<file path="config.mk">
export PLATFORM = sky130hd
export DESIGN_NAME = wb_uart_fifo
export DESIGN_NICKNAME = d
export VERILOG_FILES = /design/src/rtl/wb_uart_fifo.sv
export SDC_FILE = /design/constraint.sdc
export NUM_CORES = 1
export LEC_CHECK = 0
export BUFFER_PORTS_ARGS = -buffer_cell sky130_fd_sc_hd__clkbuf_2
export CAP_MARGIN = 20
export CORE_UTILIZATION = 50
export CTS_CLUSTER_SIZE = 30
export DETAILED_ROUTE_END_ITERATION = 7
export GPL_TIMING_DRIVEN = 0
export PLACE_DENSITY = 0.67
export SLEW_MARGIN = 20
export SYNTH_ARGS = -nofsm -noshare
export SYNTH_HDL_FRONTEND = slang
export SYNTH_SLANG_ARGS = --single-unit
</file>
<file path="constraint.sdc">
create_clock -name clk_i -period 4 [get_ports clk_i]
set_input_delay 0.8 -clock clk_i [delete_from_list [all_inputs] [get_ports clk_i]]
set_output_delay 0.8 -clock clk_i [all_outputs]
set_load 0.05 [all_outputs]
</file>
<file path="src/rtl/wb_uart_fifo.sv">
`default_nettype none
// ============================================================================
// Module      : wb_uart_fifo
// Description : Wishbone-attached UART with TX and RX FIFOs. 8N1-style
//               framing (1 start, DATA_BITS LSB-first, 1 stop, no parity),
//               bit period CLK_FREQ/BAUD_RATE clocks, level interrupt.
// Registers   : 0 DATA (wr: push TX, rd: pop RX), 1 STATUS, 2 CTRL, 3 COUNT
// Ports       : clk_i, rst_i (async, active high)
//               wb_cyc_i, wb_stb_i, wb_we_i, wb_adr_i[1:0], wb_dat_i[31:0]
//               wb_dat_o[31:0], wb_ack_o, wb_err_o, wb_stall_o (always 0)
//               rx_i (serial in), tx_o (serial out), irq_o (level interrupt)
// Options     : WB_UART_LOOPBACK_EN adds CTRL[2] internal loopback.
// Revision    : 1.0 - initial release
// ============================================================================
module wb_uart_fifo #(
    parameter int CLK_FREQ   = 50000000,
    parameter int BAUD_RATE  = 19200,
    parameter int DATA_BITS  = 8,
    parameter int FIFO_DEPTH = 16
) (
    input  logic        clk_i,
    input  logic        rst_i,
    input  logic        wb_cyc_i,
    input  logic        wb_stb_i,
    input  logic        wb_we_i,
    input  logic [1:0]  wb_adr_i,
    input  logic [31:0] wb_dat_i,
    output logic [31:0] wb_dat_o,
    output logic        wb_ack_o,
    output logic        wb_err_o,
    output logic        wb_stall_o,
    input  logic        rx_i,
    output logic        tx_o,
    output logic        irq_o
);
    localparam int c_DIV   = CLK_FREQ / BAUD_RATE;
    localparam int c_CNT_W = (c_DIV > 1) ? $clog2(c_DIV) : 1;
    localparam int c_AW    = (FIFO_DEPTH > 1) ? $clog2(FIFO_DEPTH) : 1;
    localparam int c_CW    = c_AW + 1;
    localparam logic [c_CNT_W-1:0] c_DIV_LAST  = c_CNT_W'(c_DIV - 1);
    localparam logic [c_CNT_W-1:0] c_HALF_LAST = c_CNT_W'(c_DIV / 2 - 1);
    localparam logic [c_CW-1:0]    c_FULL      = c_CW'(FIFO_DEPTH);
    localparam logic [2:0]         c_BIT_LAST  = 3'(DATA_BITS - 1);

    typedef enum logic [1:0] {
        S_IDLE  = 2'd0,
        S_START = 2'd1,
        S_DATA  = 2'd2,
        S_STOP  = 2'd3
    } state_t;

    // FIFO storage and pointers
    logic [DATA_BITS-1:0] r_tx_mem [FIFO_DEPTH];
    logic [DATA_BITS-1:0] r_rx_mem [FIFO_DEPTH];
    logic [c_AW-1:0]      r_tx_wr, r_tx_rd, r_rx_wr, r_rx_rd;
    logic [c_CW-1:0]      r_tx_cnt, r_rx_cnt;

    // Control / status
    logic [1:0]  r_ctrl;
    logic        r_overrun, r_frame_err, r_irq, r_ack, r_err;
    logic [31:0] r_dat;
    logic        w_loopback;

    // TX engine
    state_t               r_tx_state;
    logic [c_CNT_W-1:0]   r_tx_tick;
    logic [2:0]           r_tx_bit;
    logic [DATA_BITS-1:0] r_tx_shift;
    logic                 r_tx_line;

    // RX engine
    state_t               r_rx_state;
    logic [c_CNT_W-1:0]   r_rx_tick;
    logic [2:0]           r_rx_bit;
    logic [DATA_BITS-1:0] r_rx_shift, r_rx_byte;
    logic                 r_rx_s1, r_rx_s2, r_rx_prev, r_rx_push, r_frame_set;

    logic        w_req, w_wr, w_rd, w_sel_data, w_sel_stat, w_sel_ctrl;
    logic        w_tx_empty, w_tx_full, w_rx_empty, w_rx_full, w_tx_busy;
    logic        w_tx_push, w_tx_pop, w_rx_push, w_rx_pop, w_wb_err, w_ovr_set;
    logic        w_rx_in;
    logic [31:0] w_status, w_count, w_rd_data;
    logic        w_unused;

    assign w_req      = wb_cyc_i & wb_stb_i;
    assign w_wr       = w_req & wb_we_i;
    assign w_rd       = w_req & ~wb_we_i;
    assign w_sel_data = (wb_adr_i == 2'd0);
    assign w_sel_stat = (wb_adr_i == 2'd1);
    assign w_sel_ctrl = (wb_adr_i == 2'd2);

    assign w_tx_empty = (r_tx_cnt == '0);
    assign w_tx_full  = (r_tx_cnt == c_FULL);
    assign w_rx_empty = (r_rx_cnt == '0);
    assign w_rx_full  = (r_rx_cnt == c_FULL);
    assign w_tx_busy  = (r_tx_state != S_IDLE);

    // A DATA write into a full TX FIFO is refused with err and has no effect.
    assign w_wb_err  = w_wr & w_sel_data & w_tx_full;
    assign w_tx_push = w_wr & w_sel_data & ~w_tx_full;
    assign w_tx_pop  = (r_tx_state == S_IDLE) & ~w_tx_empty;
    assign w_rx_pop  = w_rd & w_sel_data & ~w_rx_empty;
    // A full RX FIFO still accepts a byte if a read frees a slot in that cycle.
    assign w_rx_push = r_rx_push & (~w_rx_full | w_rx_pop);
    assign w_ovr_set = r_rx_push & w_rx_full & ~w_rx_pop;

    assign w_status = {25'd0, r_frame_err, r_overrun, w_tx_busy, w_tx_full,
                       w_tx_empty, w_rx_full, w_rx_empty};
    assign w_count  = {7'd0, 9'(r_tx_cnt), 7'd0, 9'(r_rx_cnt)};

    always_comb begin
        w_rd_data = '0;
        case (wb_adr_i)
            2'd0:    w_rd_data = w_rx_empty ? 32'd0 : 32'(r_rx_mem[r_rx_rd]);
            2'd1:    w_rd_data = w_status;
            2'd2:    w_rd_data = {29'd0, w_loopback, r_ctrl};
            default: w_rd_data = w_count;
        endcase
    end

`ifdef WB_UART_LOOPBACK_EN
    logic r_loopback;
    always_ff @(posedge clk_i or posedge rst_i) begin
        if (rst_i)
            r_loopback <= 1'b0;
        else if (w_wr && w_sel_ctrl)
            r_loopback <= wb_dat_i[2];
    end
    assign w_loopback = r_loopback;
`else
    assign w_loopback = 1'b0;
`endif

    assign w_rx_in    = w_loopback ? r_tx_line : r_rx_s2;
    assign tx_o       = r_tx_line | w_loopback;
    assign wb_dat_o   = r_dat;
    assign wb_ack_o   = r_ack;
    assign wb_err_o   = r_err;
    assign wb_stall_o = 1'b0;
    assign irq_o      = r_irq;
    assign w_unused   = &{1'b0, wb_dat_i};

    // FIFO storage: no reset needed, occupancy counters define validity.
    always_ff @(posedge clk_i) begin
        if (w_tx_push) r_tx_mem[r_tx_wr] <= wb_dat_i[DATA_BITS-1:0];
        if (w_rx_push) r_rx_mem[r_rx_wr] <= r_rx_byte;
    end

    // FIFO pointers, bus response and control/status registers
    always_ff @(posedge clk_i or posedge rst_i) begin
        if (rst_i) begin
            r_tx_wr     <= '0;
            r_tx_rd     <= '0;
            r_tx_cnt    <= '0;
            r_rx_wr     <= '0;
            r_rx_rd     <= '0;
            r_rx_cnt    <= '0;
            r_ctrl      <= '0;
            r_overrun   <= 1'b0;
            r_frame_err <= 1'b0;
            r_irq       <= 1'b0;
            r_ack       <= 1'b0;
            r_err       <= 1'b0;
            r_dat       <= '0;
        end else begin
            if (w_tx_push) r_tx_wr <= r_tx_wr + 1'b1;
            if (w_tx_pop)  r_tx_rd <= r_tx_rd + 1'b1;
            if (w_tx_push && !w_tx_pop)      r_tx_cnt <= r_tx_cnt + 1'b1;
            else if (w_tx_pop && !w_tx_push) r_tx_cnt <= r_tx_cnt - 1'b1;

            if (w_rx_push) r_rx_wr <= r_rx_wr + 1'b1;
            if (w_rx_pop)  r_rx_rd <= r_rx_rd + 1'b1;
            if (w_rx_push && !w_rx_pop)      r_rx_cnt <= r_rx_cnt + 1'b1;
            else if (w_rx_pop && !w_rx_push) r_rx_cnt <= r_rx_cnt - 1'b1;

            r_ack <= w_req & ~w_wb_err;
            r_err <= w_wb_err;
            r_dat <= w_rd ? w_rd_data : 32'd0;

            if (w_wr && w_sel_ctrl) r_ctrl <= wb_dat_i[1:0];

            // A new error event in the same cycle as a clear wins.
            r_overrun   <= w_ovr_set |
                           (r_overrun & ~(w_wr & w_sel_stat & wb_dat_i[5]));
            r_frame_err <= r_frame_set |
                           (r_frame_err & ~(w_wr & w_sel_stat & wb_dat_i[6]));

            r_irq <= (r_ctrl[0] & ~w_rx_empty) | (r_ctrl[1] & w_tx_empty) |
                     r_overrun | r_frame_err;
        end
    end

    // Transmitter
    always_ff @(posedge clk_i or posedge rst_i) begin
        if (rst_i) begin
            r_tx_state <= S_IDLE;
            r_tx_tick  <= '0;
            r_tx_bit   <= '0;
            r_tx_shift <= '0;
            r_tx_line  <= 1'b1;
        end else begin
            case (r_tx_state)
                S_IDLE: begin
                    r_tx_tick <= '0;
                    r_tx_line <= 1'b1;
                    if (w_tx_pop) begin
                        r_tx_shift <= r_tx_mem[r_tx_rd];
                        r_tx_line  <= 1'b0;
                        r_tx_state <= S_START;
                    end
                end
                S_START: begin
                    r_tx_tick <= r_tx_tick + 1'b1;
                    if (r_tx_tick == c_DIV_LAST) begin
                        r_tx_tick  <= '0;
                        r_tx_bit   <= '0;
                        r_tx_line  <= r_tx_shift[0];
                        r_tx_state <= S_DATA;
                    end
                end
                S_DATA: begin
                    r_tx_tick <= r_tx_tick + 1'b1;
                    if (r_tx_tick == c_DIV_LAST) begin
                        r_tx_tick <= '0;
                        if (r_tx_bit == c_BIT_LAST) begin
                            r_tx_line  <= 1'b1;
                            r_tx_state <= S_STOP;
                        end else begin
                            r_tx_bit   <= r_tx_bit + 1'b1;
                            r_tx_shift <= r_tx_shift >> 1;
                            r_tx_line  <= r_tx_shift[1];
                        end
                    end
                end
                default: begin
                    r_tx_tick <= r_tx_tick + 1'b1;
                    if (r_tx_tick == c_DIV_LAST) begin
                        r_tx_tick  <= '0;
                        r_tx_state <= S_IDLE;
                    end
                end
            endcase
        end
    end

    // Receiver. A start needs a falling edge, so a held-low line after a
    // framing error is not mistaken for a new start bit.
    always_ff @(posedge clk_i or posedge rst_i) begin
        if (rst_i) begin
            r_rx_s1     <= 1'b1;
            r_rx_s2     <= 1'b1;
            r_rx_prev   <= 1'b1;
            r_rx_state  <= S_IDLE;
            r_rx_tick   <= '0;
            r_rx_bit    <= '0;
            r_rx_shift  <= '0;
            r_rx_byte   <= '0;
            r_rx_push   <= 1'b0;
            r_frame_set <= 1'b0;
        end else begin
            r_rx_s1     <= rx_i;
            r_rx_s2     <= r_rx_s1;
            r_rx_prev   <= w_rx_in;
            r_rx_push   <= 1'b0;
            r_frame_set <= 1'b0;
            case (r_rx_state)
                S_IDLE: begin
                    r_rx_tick <= '0;
                    if (r_rx_prev && !w_rx_in) r_rx_state <= S_START;
                end
                S_START: begin
                    r_rx_tick <= r_rx_tick + 1'b1;
                    if (r_rx_tick == c_HALF_LAST) begin
                        r_rx_tick  <= '0;
                        r_rx_bit   <= '0;
                        r_rx_state <= w_rx_in ? S_IDLE : S_DATA;
                    end
                end
                S_DATA: begin
                    r_rx_tick <= r_rx_tick + 1'b1;
                    if (r_rx_tick == c_DIV_LAST) begin
                        r_rx_tick  <= '0;
                        r_rx_shift <= {w_rx_in, r_rx_shift[DATA_BITS-1:1]};
                        if (r_rx_bit == c_BIT_LAST) r_rx_state <= S_STOP;
                        else                        r_rx_bit   <= r_rx_bit + 1'b1;
                    end
                end
                default: begin
                    r_rx_tick <= r_rx_tick + 1'b1;
                    if (r_rx_tick == c_DIV_LAST) begin
                        r_rx_tick  <= '0;
                        r_rx_state <= S_IDLE;
                        if (w_rx_in) begin
                            r_rx_byte <= r_rx_shift;
                            r_rx_push <= 1'b1;
                        end else begin
                            r_frame_set <= 1'b1;
                        end
                    end
                end
            endcase
        end
    end

endmodule
`default_nettype wire

</file>
==> impl_metrics.yaml <==
cts:
  cts_resized: 0
  htreeDepth: 2
  clock_sinks: 366
  cts-root-buf: "clkbuf_16"
  hold_buffers: 0
  cts_buffers: 37
  cts_tree: "yes"
  post_cts_buffers: 0
  cts_buffer_depth: 3
  clock_latency_ns: 0.51
  clk_pin_slew_ns: 0.06
power:
  p_leak_nw: 6.72
  power-per-cell-area_nw_per_um2: 467
  power_mw: 8.10
  ir_drop_uv: 374
drt:
  drc: 0
  drt-total-wl_microns: 29300
  wl_per_cell_microns: 20.1
  firstDrtPassIters: 5
  ant_nets: 0
  via_per_inst: 5.52
  initialDrtViolationCount: 645
  num_vias: 8048
  met1Wirelength_microns: 12800
  wl_met2_microns: 14500
  top_layer: "met4"
  wl_met3_microns: 1300
outcome:
  outcome: "completed"
layout:
  multi_input_area_sq_um: 4640
  final_common_cell: "edfxtp_1"
  area_delta_synth_final_pct: 12.6
  regArea_sq_um: 10400
  fillers: 2332
  final_cell_mix: "256 x edfxtp_1, 106 x dfrtp_1, 74 x nor2_1"
  drive_above_1_share_pct: 21.3
  fin_util_pct: 57.9
  nets: 1111
  antenna_cells: 0
floorplan:
  rows: 63
  core_sq_um: 30000
  start_util_pct: 51.4
  die_height_microns: 178
  die_w_microns: 178
  io_pins: 77
  dieArea_sq_um: 31500
critical_path:
  crit_path_end_kind: "register"
  crit_path_end: "r_rx_cnt[4]"
  crit_type: "reg -> reg"
  rrSetupSlack_ns: 0.88
  r2r-start: "r_rx_cnt[0]"
  crit_path_start_kind: "register"
  crit_start: "r_rx_cnt[0]"
  r2r_end: "r_rx_cnt[4]"
  rr_worst_depth: 11
  crit_required_ns: 4.39
  arrival_ns: 3.51
  cp_max_fo: 8
placement:
  gp_congestion: 0.820
  place.detailed.hpwl_microns: 19400
  port_buffers: 31
synth:
  synth-async-reset-ratio_pct: 30.1
  synth_enable_flop_cells: 256
  ys_seq_area_share_pct: 67.8
  ys_seq_elements: 366
  synth_area_sq_um: 15400
  synth_cell_type_count: 65
  synthFlopType: "edfxtp_1"
  synthCells: 950
  ys_warn_count: 0
  avgSynthCellArea_sq_um: 16.2
timing:
  finalSetupViolations: 0
  finClkSkew_ns: 0.0179
  slew_violations: 0
  rsz0062_at_grt: "false"
  min_period_ns: 3.12
  worst_pin_slew_ns: 0.974
  maxSlewHeadroom_pct: 34.8
  fmax_mhz: 321
  hold_viol: 0
  min_period_over_period_pct: 77.9
  holdWs_ns: 0.357
grt:
  first_global_vias: 8335
  grt_pass1_wl_microns: 46600
  grt_max_degree: 59
  overflow: 0
  antenna_found_initial: 0
  grtUsageTotal_pct: 19.6
flow_run:
  cap_violations: 0
min_path:
  min_path_type: "in -> async"
## cell families (layout without fill, tap and decap cells)
family / count (synthesis) / count (layout) / synth area share [%]
AO/OA/AOI/OAI: 86 / 86 / 3.76
XOR/XNOR: 43 / 43 / 2.44
other: 1 / 20 / 0.0243
flip-flops: 366 / 366 / 67.8
adder cells (fa/ha/maj): 31 / 31 / 2.61
multiplexers: 111 / 111 / 13.1
buffers and inverters: 80 / 179 / 2.84
AND/OR/NAND/NOR: 232 / 232 / 7.43
## cells in the mapped netlist (4+ instances only)
master / count / area (sq um)
a22o_1: 4 / 35.0
ha_1: 29 / 363
and3_1: 9 / 56.3
mux2_2: 12 / 135
a211oi_1: 4 / 30.0
o211ai_1: 9 / 67.6
nand3_1: 15 / 75.1
mux4_2: 67 / 1510
a21oi_1: 19 / 95.1
o21ai_0: 8 / 40.0
nand2_1: 60 / 225
a31oi_1: 10 / 62.6
buf_4: 25 / 188
buf_2: 7 / 35.0
xnor2_1: 24 / 210
o22ai_1: 4 / 25.0
mux2i_1: 13 / 130
dfrtp_1: 106 / 2650
buf_1: 4 / 15.0
nor2b_1: 9 / 56.3
inv_1: 15 / 56.3
a21o_1: 5 / 37.5
mux2_1: 11 / 124
nand2b_1: 10 / 62.6
mux2_4: 8 / 120
and2_1: 8 / 50.1
clkbuf_1: 22 / 82.6
nor3_1: 17 / 85.1
edfxtp_1: 256 / 7690
xor2_1: 19 / 166
nor2_1: 74 / 278
nand4_1: 11 / 68.8
o21ai_1: 6 / 30.0
dfstp_2: 4 / 105
## critical path, cell delays in order, from the launching register on
cell      delay, ns
dfrtp_1        0.46
nor4_2         0.52
nand2b_1       0.22
nand2_1        0.33
ha_1           0.25
inv_1          0.11
fa_1           0.42
a21o_1         0.18
a21oi_1        0.16
xnor2_1        0.13
nor2_1         0.06
xor2_1         0.15
## final cells by class
cell class	count	area share, %
multi-input cells	523	26.7
clock buffers	51	5.75
plain buffers	63	2.16
repair buffers	32	1.05
flip-flops and latches	366	60.2
inverters	17	0.397
clock inverters	16	0.923
well taps	390	2.81
## through the flow
step	std cells	cell area (sq um)	setup slack [ns]	setup TNS [ns]
6_report	1458	17400	0.884	0
5_1_grt	1458	17400	0.598	0
4_1_cts	1458	17400	0.847	0
3_5_place_dp	1391	16200	0.477	0
3_3_place_gp	1390	16100	-1.25	-131.72
2_1_floorplan	969	15500	0.304	0
## state kept, by name, indices dropped and copies added (netlist names), 5 cells and up
name	count
r_rx_mem	128
r_tx_mem	128
wb_dat_o	13
r_rx_tick	12
r_tx_tick	12
r_rx_byte	8
r_rx_shift	8
r_tx_shift	8
r_rx_cnt	5
r_tx_cnt	5
## metal layers
layer,vias to the layer above,track usage (%)
met1,4073,26.8
met4,0,6.16
met3,53,2.78
met2,179,32.4
li1,3743,-
met5,-,0
## report_power, final
part	internal [mW]	switching, mW	total [mW]
combinational	0.202	0.340	0.542
clock	1.95	1.37	3.32
sequential	4.14	0.101	4.24
total	6.29	1.81	8.10
## worst min-delay path by stage
stage	endpoint	startpoint	cells past startpoint
2_1_floorplan	r_rx_s2	r_rx_s1	0
3_3_place_gp	r_rx_s2	r_rx_s1	0
3_5_place_dp	r_rx_s2	r_rx_s1	0
4_1_cts	r_rx_s1	rx_i	1
5_1_grt	r_rx_s2	r_rx_s1	0
6_report	wb_dat_o[6]	rst_i	2
No activity file was read; power rests on OpenSTA's default activity.
